### config.mk
export PLATFORM = sky130hd
export DESIGN_NAME = arbitro_ula_rr
export DESIGN_NICKNAME = d
export VERILOG_FILES = /design/src/rtl/ula_pkg.sv /design/src/rtl/arbitro_ula_rr_prioridade.sv /design/src/rtl/arbitro_ula_rr.sv
export SDC_FILE = /design/constraint.sdc
export NUM_CORES = 1
export LEC_CHECK = 0
export ABC_AREA = 1
export CAP_MARGIN = 20
export CORE_UTILIZATION = 40
export CTS_CLUSTER_DIAMETER = 80
export DETAILED_ROUTE_END_ITERATION = 8
export GPL_TIMING_DRIVEN = 0
export PLACE_DENSITY = 0.65
export REMOVE_ABC_BUFFERS = 1
export SLEW_MARGIN = 40
export SYNTH_ARGS = -nofsm -noshare
export SYNTH_HDL_FRONTEND = slang
export SYNTH_SLANG_ARGS = --single-unit
### constraint.sdc
create_clock -name clk -period 2.1 [get_ports clk]
set_input_delay 0.42 -clock clk [delete_from_list [all_inputs] [get_ports clk]]
set_output_delay 0.42 -clock clk [all_outputs]
set_load 0.02 [all_outputs]
### src/rtl/ula_pkg.sv
// Shared definitions for the ALU arbiter slice: requester count, select
// width and the arbiter FSM state type.
package ula_pkg;

  localparam int unsigned N_REQ = 4;
  localparam int unsigned SEL_W = 2;

  typedef enum logic [1:0] {
    ST_IDLE  = 2'd0,
    ST_ISSUE = 2'd1,
    ST_WAIT  = 2'd2
  } state_t;

endpackage

### src/rtl/arbitro_ula_rr_prioridade.sv
// prioridade_rr_4: combinational round-robin priority picker.
// Ports:
//   req   [3:0] in  request vector
//   last  [1:0] in  index granted most recently
//   idx   [1:0] out first requesting index after last (modulo 4)
//   valid       out at least one request present
module prioridade_rr_4
  import ula_pkg::*;
(
  input  logic [N_REQ-1:0] req,
  input  logic [SEL_W-1:0] last,
  output logic [SEL_W-1:0] idx,
  output logic             valid
);

  logic [SEL_W-1:0] cand;

  // Scan last+1 .. last+4; the 2-bit add wraps naturally, last+4 == last.
  always_comb begin
    idx   = '0;
    valid = 1'b0;
    cand  = '0;
    for (int unsigned i = 1; i <= N_REQ; i++) begin
      cand = last + SEL_W'(i);
      if (!valid && req[cand]) begin
        idx   = cand;
        valid = 1'b1;
      end
    end
  end

endmodule

### src/rtl/arbitro_ula_rr.sv
// arbitro_ula_rr: round-robin arbiter/sequencer sharing one ALU among four
// requesters. Grants one requester, pulses start, waits for done, then
// pulses ack for that requester or timeout after MAX_WAIT wait cycles.
// Ports:
//   clk, rst      clock, synchronous active-high reset
//   req   [3:0]   request levels
//   done          ALU completion pulse
//   sel   [1:0]   granted index (mux select), holds after release
//   grant [3:0]   one-hot grant, zero when idle
//   start         one-cycle launch pulse
//   ack   [3:0]   one-hot completion pulse
//   timeout       one-cycle abort pulse
//   busy          high from grant until release
module arbitro_ula_rr
  import ula_pkg::*;
#(
  parameter int unsigned MAX_WAIT = 15
) (
  input  logic             clk,
  input  logic             rst,
  input  logic [N_REQ-1:0] req,
  input  logic             done,
  output logic [SEL_W-1:0] sel,
  output logic [N_REQ-1:0] grant,
  output logic             start,
  output logic [N_REQ-1:0] ack,
  output logic             timeout,
  output logic             busy
);

  localparam int unsigned CNT_W = $clog2(MAX_WAIT + 1);
  localparam logic [CNT_W-1:0] CNT_LAST = CNT_W'(MAX_WAIT - 1);

  state_t           state_q;
  logic [SEL_W-1:0] last_q;
  logic [SEL_W-1:0] sel_q;
  logic [N_REQ-1:0] grant_q;
  logic [N_REQ-1:0] ack_q;
  logic             start_q;
  logic             timeout_q;
  logic             busy_q;
  logic [CNT_W-1:0] cnt_q;
  logic [CNT_W-1:0] cnt_d;

  logic [SEL_W-1:0] pick_idx;
  logic             pick_valid;

  prioridade_rr_4 u_prio (
    .req   (req),
    .last  (last_q),
    .idx   (pick_idx),
    .valid (pick_valid)
  );

  assign cnt_d = cnt_q + CNT_W'(1);

  always_ff @(posedge clk) begin
    if (rst) begin
      state_q   <= ST_IDLE;
      last_q    <= '1;
      sel_q     <= '0;
      grant_q   <= '0;
      ack_q     <= '0;
      start_q   <= 1'b0;
      timeout_q <= 1'b0;
      busy_q    <= 1'b0;
      cnt_q     <= '0;
    end else begin
      start_q   <= 1'b0;
      ack_q     <= '0;
      timeout_q <= 1'b0;
      unique case (state_q)
        ST_IDLE: begin
          if (pick_valid) begin
            sel_q   <= pick_idx;
            grant_q <= N_REQ'(1) << pick_idx;
            busy_q  <= 1'b1;
            start_q <= 1'b1;
            state_q <= ST_ISSUE;
          end
        end
        ST_ISSUE: begin
          cnt_q   <= '0;
          state_q <= ST_WAIT;
        end
        ST_WAIT: begin
          // done has priority over the limit in the same cycle
          if (done) begin
            ack_q   <= N_REQ'(1) << sel_q;
            last_q  <= sel_q;
            grant_q <= '0;
            busy_q  <= 1'b0;
            state_q <= ST_IDLE;
          end else if (cnt_q == CNT_LAST) begin
            cnt_q     <= cnt_d;
            timeout_q <= 1'b1;
            last_q    <= sel_q;
            grant_q   <= '0;
            busy_q    <= 1'b0;
            state_q   <= ST_IDLE;
          end else begin
            cnt_q <= cnt_d;
          end
        end
        default: state_q <= ST_IDLE;
      endcase
    end
  end

  assign sel     = sel_q;
  assign grant   = grant_q;
  assign start   = start_q;
  assign ack     = ack_q;
  assign timeout = timeout_q;
  assign busy    = busy_q;

endmodule

==> out/metrics.yaml <==
status: "complete, no violations"
rows: 18
fp.coreArea_sq_mm: 0.002500
yosys.area_share.simple_pct: 39.39
use_met1_pct: 21.82
place_hpwl_um: 1561
met2_usage_pct: 27.78
synth_xor_area_share_pct: 0
post_cts_resized: 0
cts_setup_buffers: 0
tns_ns: 0
relSlewSlack_pct: 74.99
yosys.area.top_type: "dfxtp_1"
die_area_sq_mm: 0.002895
layout_commonest_cell: "nand2_1"
grtUsageTotal_pct: 17.61
antenna_found_initial: 0
synth_top_family_by_area: "simple AND/OR/NAND/NOR gates"
drtPass1Iterations: 4
synth_top_area_share_pct: 39.16
cts_buffer_depth: 2
cts_root_buf: "clkbuf_4"
multi_input_comb_area_sq_um: 533.0
yosysWarnings: 0
p_leak_nw: 0.6574
critPathKind: "flop to primary output"
max_freq_mhz: 566.8
seqCellArea_sq_um: 420.4
port_buffers: 19
maxCapViolations: 0
drive_above_1_share_pct: 11.73
worstMarginPinSlew_ns: 0.3746
grt_max_degree: 12
diodes: 0
mostFrequentLayoutCells: "42 x nand2_1, 22 x inv_1, 21 x dfxtp_1"
regToRegStartpoint: "last_q[0]"
cp-end-kind: "primary output"
muxShareOfSynthArea_pct: 0
hp-class: "flop to flop"
drc: 0
synth-compound-area-share_pct: 7.925
crit_required_ns: 1.68
fillers: 262
powerDensity_mw_per_mm2: 714.2
viasPerCell: 4.641
synth-seq-area-share_pct: 39.16
min_from: "grant[1]"
cp-startpoint: "sel[0]"
syn_inst: 158
startpoint_type: "flop"
grt_pass1_wl_um: 3615
postRouteAntennaNets: 0
grtUsageMet3_pct: 5.367
clock-sinks: 21
slew_violations: 0
holdBufCountCts: 0
synthTopCellsByArea: "dfxtp_1 39%, nand2_1 15%, inv_1 7.7%, nor2_1 6.3%, nand3_1 4.2%"
cp_max_fo: 5
ir_worst_vdd_v: 0.0004730
hold_viol: 0
insertion_delay_ns: 0.30
die_w_um: 53.81
avgSynthCellArea_sq_um: 6.794
routedWlPerCell_um: 9.603
gp_congestion: 0.8163
drt-total-wl_um: 2007
fin_crit_sh_pct: 84.01
path_cells: "clkdlybuf4s50_1"
start_util_pct: 42.94
busiest_layer: "met2"
synth_fa_ha_area_share_pct: 2.331
grt_pass1_vias: 898
crit_family: "buffers and inverters"
worst_clock_skew_ns: 0.01036
rsz0062_at_grt: "false"
numCtsBuffers: 3
drt-initial-drc-count: 13
max_stage_delay_ns: 0.63
vias: 970
ys_seq_elements: 21
whs_ns: 0.4750
setup_violations: 0
arrival_ns: 1.34
nets: 189
clkTransAtPathRegs_ns: 0.11
gr-total-overflow: 0
min_period_ns: 1.764
crit_buf_inv: 1
syn2layout_area_growth_pct: 22.61
cts_tree: "built"
io_pins: 20
synthesis.area_sq_mm: 0.001074
synthDistinctLibCells: 23
cp_slowest_cell: "clkdlybuf4s50_1"
die_h_um: 53.81
cts-htree-levels: 1
==> state kept, by name, summed over array words and instances (netlist names) <==
signal,cells
ack,4
busy,1
cnt_q,4
grant,4
last_q,2
sel,2
start,1
state_q,2
timeout,1
==> path summary, 6_finish.rpt <==
check | endpoint | slack, ns | depth (start not counted)
hold / removal | grant[1] | 0.47 | 2
hold reg to reg | grant[1] | 0.47 | 2
setup reg to reg | sel[1] | 0.45 | 11
setup / recovery | sel[0] | 0.34 | 1
==> per-stage QoR <==
stage / power, mW / worst slack (ns) / utilization (%) / std cells / instance area, sq um
floorplan: 0.6671 / 0.6389 / - / 156 / 1062
global placement: 0.7576 / 0.1998 / 51.60 / 205 / 1290
detailed placement: 0.7627 / 0.1536 / 51.60 / 205 / 1290
CTS: 0.9532 / 0.3113 / 52.65 / 209 / 1316
global route: 1.012 / 0.1803 / 52.65 / 209 / 1316
finish: 0.9400 / 0.3358 / 52.65 / 209 / 1316
==> metal layers <==
metal | vias up | share of wire [%] | wire length [um]
met4 | 0 | 1.9 | 38
met1 | 412 | 49 | 979
met2 | 18 | 45 | 902
met5 | - | 0 | 0
li1 | 535 | - | -
met3 | 5 | 4.3 | 87
==> cell type report <==
type | count | area share [%]
Clock buffer | 4 | 1.996
Sequential cell | 21 | 31.94
Timing Repair Buffer | 19 | 14.45
Inverter | 28 | 8.270
Multi-Input combinational cell | 107 | 40.49
Tap cell | 30 | 2.852
==> cells in the mapped netlist <==
library cell	count
nand2_1	42
inv_1	22
dfxtp_1	21
nor2_1	18
nand3_1	9
a21oi_1	8
nand2_2	7
nand4_1	5
inv_2	4
nand2_4	3
o21ai_0	3
and3_1	2
ha_1	2
nor3_1	2
o211ai_1	2
buf_4	1
clkbuf_1	1
clkinv_2	1
inv_4	1
nand3_2	1
nor2_4	1
o211a_1	1
o21ai_1	1
==> report_power, final <==
group	switching (mW)	total [mW]	internal (mW)
sequential	0.0260	0.457	0.431
clock	0.114	0.188	0.0739
combinational	0.178	0.294	0.116
==> cells by family after synthesis <==
group           count (synthesis)
compound gates                 15
fa+ha+maj                       2
buf+inv                        30
flops                          21
simple gates                   90
Note: power is estimated with default switching activity, not from simulation.
